**config.mk**
```make
export PLATFORM = sky130hd
export DESIGN_NAME = ysyx_25060170_wbu
export DESIGN_NICKNAME = d
export VERILOG_FILES = /design/src/rtl/ysyx_25060170_defs.sv /design/src/rtl/ysyx_25060170_scoreboard.sv /design/src/rtl/ysyx_25060170_wbu.sv
export SDC_FILE = /design/constraint.sdc
export NUM_CORES = 1
export LEC_CHECK = 0
export ABC_AREA = 1
export CORE_UTILIZATION = 44
export DETAILED_ROUTE_END_ITERATION = 16
export PLACE_DENSITY_LB_ADDON = 0.15
export SLEW_MARGIN = 20
export SYNTH_ARGS = -nofsm -noshare
export SYNTH_HDL_FRONTEND = slang
export SYNTH_SLANG_ARGS = --single-unit
```
**constraint.sdc**
```tcl
create_clock -name clk -period 2.36 [get_ports clk]
set_input_delay 0.472 -clock clk [delete_from_list [all_inputs] [get_ports clk]]
set_output_delay 0.472 -clock clk [all_outputs]
set_load 0.02 [all_outputs]
```
**src/rtl/ysyx_25060170_defs.sv**
```systemverilog
// Shared definitions for the write-back unit slice.
// Contents: default data width and register count, register-index width,
// reset constants, the arbiter grant encoding and a small x0 helper.
package ysyx_25060170_defs;

  localparam int XLEN_DEF   = 32;
  localparam int NR_GPR_DEF = 32;
  localparam int REG_W      = 5;
  // Scoreboard storage always spans every encodable index so a 5-bit
  // lookup can never go out of range; bits at or above NR_GPR stay zero.
  localparam int REG_CNT    = 1 << REG_W;

  localparam logic             RST_WE     = 1'b0;
  localparam logic [REG_W-1:0] RST_WRITER = 5'd0;

  // Which source owns the register-file write port on the next edge.
  typedef enum logic [1:0] {
    GNT_NONE = 2'd0,
    GNT_LSU  = 2'd1,
    GNT_EXU  = 2'd2
  } gnt_e;

  // True for the hardwired-zero register.
  function automatic logic is_x0(input logic [REG_W-1:0] idx);
    return (idx == {REG_W{1'b0}});
  endfunction

endpackage

```
**src/rtl/ysyx_25060170_scoreboard.sv**
```systemverilog
// Pending-load scoreboard: one busy bit per architectural register.
// Ports:
//   clk, rst           clock and synchronous active-high reset
//   set_en, set_idx    a load has been issued to set_idx
//   clr_en, clr_idx    load data for clr_idx has been written back
//   query_idx          combinational lookup index
//   query_busy         busy[query_idx]
//   busy_vec           full busy vector (used by the write-back arbiter)
// When set and clear hit the same register on one edge, set wins: a newer
// load to that register is now outstanding.
module ysyx_25060170_scoreboard
  import ysyx_25060170_defs::*;
#(
  parameter int NR_GPR = NR_GPR_DEF
) (
  input  logic               clk,
  input  logic               rst,
  input  logic               set_en,
  input  logic [REG_W-1:0]   set_idx,
  input  logic               clr_en,
  input  logic [REG_W-1:0]   clr_idx,
  input  logic [REG_W-1:0]   query_idx,
  output logic               query_busy,
  output logic [REG_CNT-1:0] busy_vec
);

  logic [REG_CNT-1:0] busy_r;
  logic [REG_CNT-1:0] set_vec_s;
  logic [REG_CNT-1:0] clr_vec_s;

  // Decode set/clear requests into one-hot masks; x0 and indices beyond
  // NR_GPR are never set, which keeps those bits permanently zero.
  always_comb begin
    set_vec_s = {REG_CNT{1'b0}};
    clr_vec_s = {REG_CNT{1'b0}};
    for (int i = 0; i < REG_CNT; i++) begin
      if (set_en && (set_idx == REG_W'(i)) && (i != 0) && (i < NR_GPR)) begin
        set_vec_s[i] = 1'b1;
      end else begin
        set_vec_s[i] = 1'b0;
      end
      if (clr_en && (clr_idx == REG_W'(i))) begin
        clr_vec_s[i] = 1'b1;
      end else begin
        clr_vec_s[i] = 1'b0;
      end
    end
  end

  // Busy-bit state: clear first, then OR in sets so set wins.
  always_ff @(posedge clk) begin
    if (rst) begin
      busy_r <= {REG_CNT{1'b0}};
    end else begin
      busy_r <= (busy_r & ~clr_vec_s) | set_vec_s;
    end
  end

  assign busy_vec   = busy_r;
  assign query_busy = busy_r[query_idx];

endmodule

```
**src/rtl/ysyx_25060170_wbu.sv**
```systemverilog
// Write-back unit: arbitrates EXU results and LSU load data onto the
// register-file write port and tracks pending loads for decode.
// Ports:
//   clk, rst                           clock, synchronous active-high reset
//   exu_valid/exu_ready/exu_rd/exu_data EXU result handshake
//   lsu_valid/lsu_ready/lsu_rd/lsu_data load data handshake (always ready)
//   ld_issue, ld_rd                    load issued, marks ld_rd pending
//   query_rs, query_busy               decode's pending-load lookup
//   fwd_hit, fwd_data                  bypass of the in-flight GPR write
//   GPR_we, GPR_writer, GPR_wd         registered register-file write port
// Optional feature macro: YSYX_25060170_WBU_FWD_EN enables the bypass
// outputs; without it fwd_hit and fwd_data are tied to zero.
module ysyx_25060170_wbu
  import ysyx_25060170_defs::*;
#(
  parameter int XLEN   = XLEN_DEF,
  parameter int NR_GPR = NR_GPR_DEF
) (
  input  logic             clk,
  input  logic             rst,
  input  logic             exu_valid,
  output logic             exu_ready,
  input  logic [REG_W-1:0] exu_rd,
  input  logic [XLEN-1:0]  exu_data,
  input  logic             lsu_valid,
  output logic             lsu_ready,
  input  logic [REG_W-1:0] lsu_rd,
  input  logic [XLEN-1:0]  lsu_data,
  input  logic             ld_issue,
  input  logic [REG_W-1:0] ld_rd,
  input  logic [REG_W-1:0] query_rs,
  output logic             query_busy,
  output logic             fwd_hit,
  output logic [XLEN-1:0]  fwd_data,
  output logic             GPR_we,
  output logic [REG_W-1:0] GPR_writer,
  output logic [XLEN-1:0]  GPR_wd
);

  logic [REG_CNT-1:0] busy_vec_s;
  gnt_e               gnt_s;
  logic [REG_W-1:0]   sel_rd_s;
  logic [XLEN-1:0]    sel_data_s;
  logic               gpr_we_r;
  logic [REG_W-1:0]   gpr_writer_r;
  logic [XLEN-1:0]    gpr_wd_r;

  ysyx_25060170_scoreboard #(
    .NR_GPR (NR_GPR)
  ) u_scoreboard (
    .clk        (clk),
    .rst        (rst),
    .set_en     (ld_issue),
    .set_idx    (ld_rd),
    .clr_en     (lsu_valid),
    .clr_idx    (lsu_rd),
    .query_idx  (query_rs),
    .query_busy (query_busy),
    .busy_vec   (busy_vec_s)
  );

  // The load is always older, so the LSU never waits. The EXU also waits
  // while its destination has a load outstanding, otherwise that load
  // would later overwrite the newer EXU value.
  assign lsu_ready = 1'b1;
  assign exu_ready = !lsu_valid && !busy_vec_s[exu_rd];

  // Fixed-priority grant and selection of the winning source.
  always_comb begin
    gnt_s      = GNT_NONE;
    sel_rd_s   = {REG_W{1'b0}};
    sel_data_s = {XLEN{1'b0}};
    if (lsu_valid) begin
      gnt_s = GNT_LSU;
    end else if (exu_valid && exu_ready) begin
      gnt_s = GNT_EXU;
    end else begin
      gnt_s = GNT_NONE;
    end
    case (gnt_s)
      GNT_LSU: begin
        sel_rd_s   = lsu_rd;
        sel_data_s = lsu_data;
      end
      GNT_EXU: begin
        sel_rd_s   = exu_rd;
        sel_data_s = exu_data;
      end
      default: begin
        sel_rd_s   = {REG_W{1'b0}};
        sel_data_s = {XLEN{1'b0}};
      end
    endcase
  end

  // Register-file write port. A transfer to x0 is consumed but does not
  // raise the write enable; idle cycles keep the last address and data.
  always_ff @(posedge clk) begin
    if (rst) begin
      gpr_we_r     <= RST_WE;
      gpr_writer_r <= RST_WRITER;
      gpr_wd_r     <= {XLEN{1'b0}};
    end else begin
      case (gnt_s)
        GNT_LSU, GNT_EXU: begin
          gpr_we_r     <= !is_x0(sel_rd_s);
          gpr_writer_r <= sel_rd_s;
          gpr_wd_r     <= sel_data_s;
        end
        default: begin
          gpr_we_r <= 1'b0;
        end
      endcase
    end
  end

  assign GPR_we     = gpr_we_r;
  assign GPR_writer = gpr_writer_r;
  assign GPR_wd     = gpr_wd_r;

`ifdef YSYX_25060170_WBU_FWD_EN
  // The register file commits one edge after GPR_we rises; expose that
  // pending value so decode can bypass it instead of stalling.
  assign fwd_hit  = gpr_we_r && (gpr_writer_r == query_rs) && !is_x0(query_rs);
  assign fwd_data = gpr_wd_r;
`else
  assign fwd_hit  = 1'b0;
  assign fwd_data = {XLEN{1'b0}};
`endif

endmodule

```
=== Word level (Yosys, flattened, before mapping) ===
Cells that the tools add are included.

* Register bits: 70
* Input port bits: 89

* Magnitude comparators: 2
* Equal/unequal tests: 64
* Muxes and demuxes: 71
* Bitwise gates (word level): 4
* Reductions and logical operators: 72

{| class="wikitable"
|+ Operators by type and width
! kind !! count
|-
| 5-bit == test (second input constant) || 32
|-
| 5-bit by 4-bit == test with 1-bit output (second input constant) || 16
|-
| 1-bit logical AND || 65
|-
| 1-bit 2-to-1 mux || 65
|-
| 32-bit case mux with 2 select lines || 1
|-
| 5-bit by 3-bit == test with 1-bit output (second input constant) || 8
|-
| 32-bit AND || 1
|-
| 32-bit NOT || 1
|-
| 32-bit bitwise OR || 1
|-
| 5-bit by 2-bit == test with 1-bit output (second input constant) || 4
|-
| 5-bit by 6-bit less-than comparator with 1-bit output (second input constant) || 2
|-
| 1-bit binary-select mux with 5-bit select || 2
|-
| 5-bit by 1-bit == test with 1-bit output (second input constant) || 2
|-
| 5-bit logical NOT || 2
|-
| 5-bit case mux with 2 select lines || 1
|-
| 2-bit 2-to-1 mux || 2
|-
| 2-bit OR reduction || 2
|-
| 1-bit logical NOT || 3
|-
| 2-bit by 1-bit == test with 1-bit output (second input constant) || 1
|-
| 2-bit == test (second input constant) || 1
|-
| 1-bit NOT || 1
|}

=== Logic depth before layout (Yosys ltp) ===
Gate-level depths: netlist (run 1).

* Depth in word-level cells: 11
* Gate-level depth with buffers: 15

=== By module ===
Synthesis (run 1) repeated with hierarchy kept, for this count alone.

* Cell total of the unflattened synthesis: 627
* Area, all modules: 4048.9 um2

{| class="wikitable"
|+ By module, submodules not included
! module !! times used !! cells each !! area each (um2) !! seq. area each (um2)
|-
| ysyx_25060170_wbu || 1 || 351 || 2324.7 || 760.7
|-
| ysyx_25060170_scoreboard || 1 || 276 || 1724.2 || 640.6
|}

=== Worst setup path before layout (run 1) ===
Ideal clock, no wire load.

* Kind: input -> output
* Start point: input port query_rs[0]
* End point: output port query_busy
* Data arrival time: 1.797 ns
* Required time: 1.888 ns
* Path slack: 0.091 ns
* Cell stages on the path: 8
* Path buffers: 2
* Cells stage by stage: clkbuf_1 inv_1 clkbuf_1 a21oi_1 o21ai_0 o211ai_1 nand3_1 a31oi_1

* Cells in the longest elaborated chain, start to end: 2

{| class="wikitable"
|+ Ends and longest elaborated chain
! element !! line !! RTL
|-
| start: declaration || ysyx_25060170_wbu.sv:31 || <nowiki>input logic [REG_W-1:0] query_rs,</nowiki>
|-
| 1-bit binary-select mux with 5-bit select || ysyx_25060170_scoreboard.sv:60 || <nowiki>assign query_busy = busy_r[query_idx];</nowiki>
|-
| 1-bit 2-to-1 mux (not written as such) || ysyx_25060170_scoreboard.sv:60 ||
|-
| end: declaration || ysyx_25060170_wbu.sv:32 || <nowiki>output logic query_busy,</nowiki>
|}

Every way passes these cells. The select of a mux whose other input is x is not followed.

=== Worst setup path in the final report (run 1) ===
* Start point: input port exu_rd[1]
* End point: output port exu_ready

* Cells in the longest elaborated chain, start to end: 4

{| class="wikitable"
|+ Ends and longest elaborated chain
! element !! line !! RTL
|-
| start: declaration || ysyx_25060170_wbu.sv:23 || <nowiki>input logic [REG_W-1:0] exu_rd,</nowiki>
|-
| 1-bit binary-select mux with 5-bit select || ysyx_25060170_wbu.sv:66 || <nowiki>assign exu_ready = !lsu_valid && !busy_vec_s[exu_rd];</nowiki>
|-
| 1-bit 2-to-1 mux (not written as such) || ysyx_25060170_wbu.sv:66 ||
|-
| 1-bit logical NOT || ysyx_25060170_wbu.sv:66 ||
|-
| 1-bit logical AND || ysyx_25060170_wbu.sv:66 ||
|-
| end: declaration || ysyx_25060170_wbu.sv:22 || <nowiki>output logic exu_ready,</nowiki>
|}

Every way passes these cells. The select of a mux whose other input is x is not followed.

==> impl_metrics.yaml, run 1 <==
timing:
  finalSetupViolations: 0
  timing.final.crit_share_pct: 93.8
  setup_tns_ns: 0
  fin_crit_ns: 2.21
  tightestPinTransition_ns: 0.567
  rsz0062_at_grt: "false"
  clock_skew_ns: 0.0139
  hold_violations: 0
  slew_viol_final: 0
  fmax_ghz: 0.452
  max_slew_margin_pct: 62.2
min_path:
  min_to: "GPR_writer[4]"
  min_path_type: "reg2reg"
  hold_depth: 2
  hp-start: "GPR_writer[4]"
pwr:
  p_sw_share_pct: 29.6
  clockPowerShare_pct: 31.4
  peakVddDrop_mv: 0.285
  leakage_nw: 2.24
  intPower_mw: 2.08
  combPwrFrac_pct: 25.7
  pwr-share-seq_pct: 42.9
  power_density_nw_per_um2: 513
  switchingPower_mw: 0.872
layout:
  final_layout_size_suffix_gt1_share_pct: 14.8
  insertedDiodeCount: 0
  nFillCells: 861
  postLayoutCellArea_um2: 5750
  area_growth_pct: 38.1
  nets: 832
  layout.cells.non_filler: 856
drt:
  wl_per_cell_um: 15.4
  routed_wl_mm: 13.2
  first_pass_iters: 5
  drc: 0
  ant_nets: 0
  via_count: 4540
  routed_via_density: 5.30
  drt-initial-drc-count: 331
yosys:
  synth_area_leader_cell: "dfxtp_1"
  synth-async-reset-ratio_pct: 0
  netlist_top_cells_area: "dfxtp_1, nand2_1, nand3_1"
  ys_seq_area_share_pct: 33.7
  synth_edf_count: 0
  synth_ff_type: "dfxtp_1"
  yosysUniqueCellTypes: 29
  syn_inst: 606
  ys_ff_latch: 70
  ys_warn_count: 0
  syn_area_um2: 4160
  yosysTopAreaCellShare_pct: 33.7
  syn_area_per_cell_um2: 6.87
die:
  die_h_um: 99.3
  core_um2: 9200
  die_w_um: 99.3
  std_cell_rows: 35
  start_util_pct: 45.3
  io_pins: 163
  dieArea_um2: 9850
grt:
  grt_pass1_vias: 4204
  overflow: 0
  grt_max_degree: 35
  grt_util_all_layers_pct: 26.9
  grt_pass1_wl_mm: 21.0
  antenna_found_initial: 0
setup_path:
  critPathBufInv: 3
  r2r-end: "GPR_wd[14]"
  crit_arrival_ns: 1.74
  cp-end-kind: "primary output"
  critPathKind: "in2out"
  crit_required_ns: 1.89
  cp_slowest_cell: "dlygate4sd2_1"
  crit_family: "buffers and inverters"
  crit_path_start_kind: "input port"
  reg2regPathDepth: 12
  rr_startpoint: "u_scoreboard.busy_vec[11]"
  cp_max_fo: 5
  cpPeakStageDelay_ns: 0.36
  worst-path-stages: 8
  cp_cell_sequence: "dlygate4sd2_1 > clkinvlp_4 > nand2_1 > nand3_1 > nand3_2 > nand3_4 > a21oi_4 > buf_6"
  rrSetupSlack_ns: 0.39
cts:
  cts_buffer_depth: 2
  cts.sinks: 70
  postCtsHoldBufs: 0
  cts_made_buffers: 9
  cts_htree_levels: 3
  cts_tree: "yes"
  root_buffer: "clkbuf_8"
  path_clk_slew_ns: 0.08
  clkLatencyLatePin_ns: 0.34
placed_design:
  port_buffers: 128
  dp.cells: 839
  hpwl_mm: 9.84
  place_area_um2: 5510
  globalplace.congestion: 0.923
status:
  outcome: "complete, no violations"
flow_run:
  maxCapViolCount: 0
## state kept, by name (all words and copies together), names as in the netlist
| name | cells |
|---|---|
| GPR_we | 1 |
| GPR_writer | 5 |
| GPR_wd | 32 |
| u_scoreboard.busy_vec | 32 |
## power by group through the flow
stage	Combinational, mW	Sequential [mW]	Clock [mW]
global route	0.819	1.27	0.990
finish	0.757	1.26	0.925
detailed placement	0.740	1.29	0
global placement	0.735	1.29	0
CTS	0.746	1.26	0.942
floorplan	0.389	1.34	0
## synth_stat cells (2+ instances only)
master    instances
inv_1            40
o211ai_1          2
a31oi_1          13
a21oi_1          47
nand3_1          56
conb_1            2
buf_6             3
o21ai_1           2
nand3_2           2
a21oi_4           2
buf_4            37
o221ai_1          2
or2_2             3
dfxtp_1          70
nand4_1           4
buf_12            2
nand2_2          21
buf_2             3
clkbuf_1         24
inv_2             2
o21ai_0          50
nand2_1         151
a31oi_2          20
nor2_1           43
## repair_timing
action                                 in CTS  in global routing
endpoints found under the hold margin       0                  0
gates resized for setup                    14                 11
setup endpoints to repair                   2                  2
cloned                                      1                  1
setup buffers                               1                  1
pin swaps                                   1                  2
## worst min-delay path, delay by kind of cell (launching register included)
family	cells	cell delay [ns]
AOI/OAI and AO/OA	1	0.06
and+or+nand+nor	1	0.06
DFF	1	0.32
## kinds of logic (layout without fill, tap and decap cells)
logic type	after synthesis	in the layout	share of synthesized area (%)
flops	70	70	33.7
simple gates	283	283	29.7
compound gates	139	139	21.6
other cells	2	34	0.180
buf+inv	112	219	14.8
## worst max-delay path by stage
| stage | from | to | slack [ns] |
|---|---|---|---|
| global placement | query_rs[0] | query_busy | -0.64 |
| global route | query_rs[1] | query_busy | 0.02 |
| CTS | exu_rd[2] | exu_ready | 0.01 |
| detailed placement | query_rs[0] | query_busy | -0.66 |
| finish | exu_rd[1] | exu_ready | 0.15 |
| floorplan | query_rs[0] | query_busy | 0.09 |
## routing by layer
layer	track usage, %	part of all wire, %	vias to the layer above
li1	-	-	2202
met2	42.6	46	242
met3	4.36	9.2	27
met4	9.95	2.1	0
met5	0	0	-
met1	36.8	43	2069
## area by class of cell
cell class | instances | area [µm²] | area share [%]
repair inverters | 1 | 7.51 | 0.131
flip-flops and latches | 70 | 1400 | 24.4
clock buffers | 11 | 141 | 2.46
inverters | 42 | 163 | 2.83
repair buffers | 163 | 1580 | 27.6
well taps | 111 | 139 | 2.42
multi-input cells | 456 | 2280 | 39.6
clock inverters | 2 | 35.0 | 0.610
## layout by cell type (no fill, tap or decap), types with 30 or more instances in the layout
cell type	count
conb_1	34
clkdlybuf4s50_1	120
inv_1	38
nand3_1	54
buf_4	30
a21oi_1	47
nor2_1	42
o21ai_0	49
nand2_1	151
dfxtp_1	70
## metrics by stage
step | util, % | setup slack (ns) | hold slack, ns | total power, mW
floorplan | - | 0.0912 | 0.433 | 1.73
global placement | 59.9 | -0.637 | 0.458 | 2.02
detailed placement | 59.9 | -0.662 | 0.462 | 2.03
CTS | 62.0 | 0.0104 | 0.473 | 2.95
global route | 62.5 | 0.0248 | 0.501 | 3.08
finish | 62.5 | 0.147 | 0.472 | 2.95
No activity file was read; power rests on OpenSTA's default activity.
==> inputs of run 2 (changes only) <==
--- a/config.mk
+++ b/config.mk
@@ -7,6 +7,7 @@
 export LEC_CHECK = 0
 export ABC_AREA = 1
 export CORE_UTILIZATION = 44
+export CTS_CLUSTER_SIZE = 8
 export DETAILED_ROUTE_END_ITERATION = 16
 export PLACE_DENSITY_LB_ADDON = 0.15
 export SLEW_MARGIN = 20
==> results of run 2 <==
No change in the layout: final DEF, timing and power equal those of run 1.
==> inputs of run 3 (changes only) <==
--- a/config.mk
+++ b/config.mk
@@ -7,10 +7,10 @@
 export LEC_CHECK = 0
 export ABC_AREA = 1
 export CORE_UTILIZATION = 44
-export CTS_CLUSTER_SIZE = 8
+export CTS_CLUSTER_SIZE = 14
 export DETAILED_ROUTE_END_ITERATION = 16
 export PLACE_DENSITY_LB_ADDON = 0.15
-export SLEW_MARGIN = 20
 export SYNTH_ARGS = -nofsm -noshare
 export SYNTH_HDL_FRONTEND = slang
 export SYNTH_SLANG_ARGS = --single-unit
+export TNS_END_PERCENT = 100
==> results of run 3 <==
No change in the layout: final DEF, timing and power equal those of run 1.
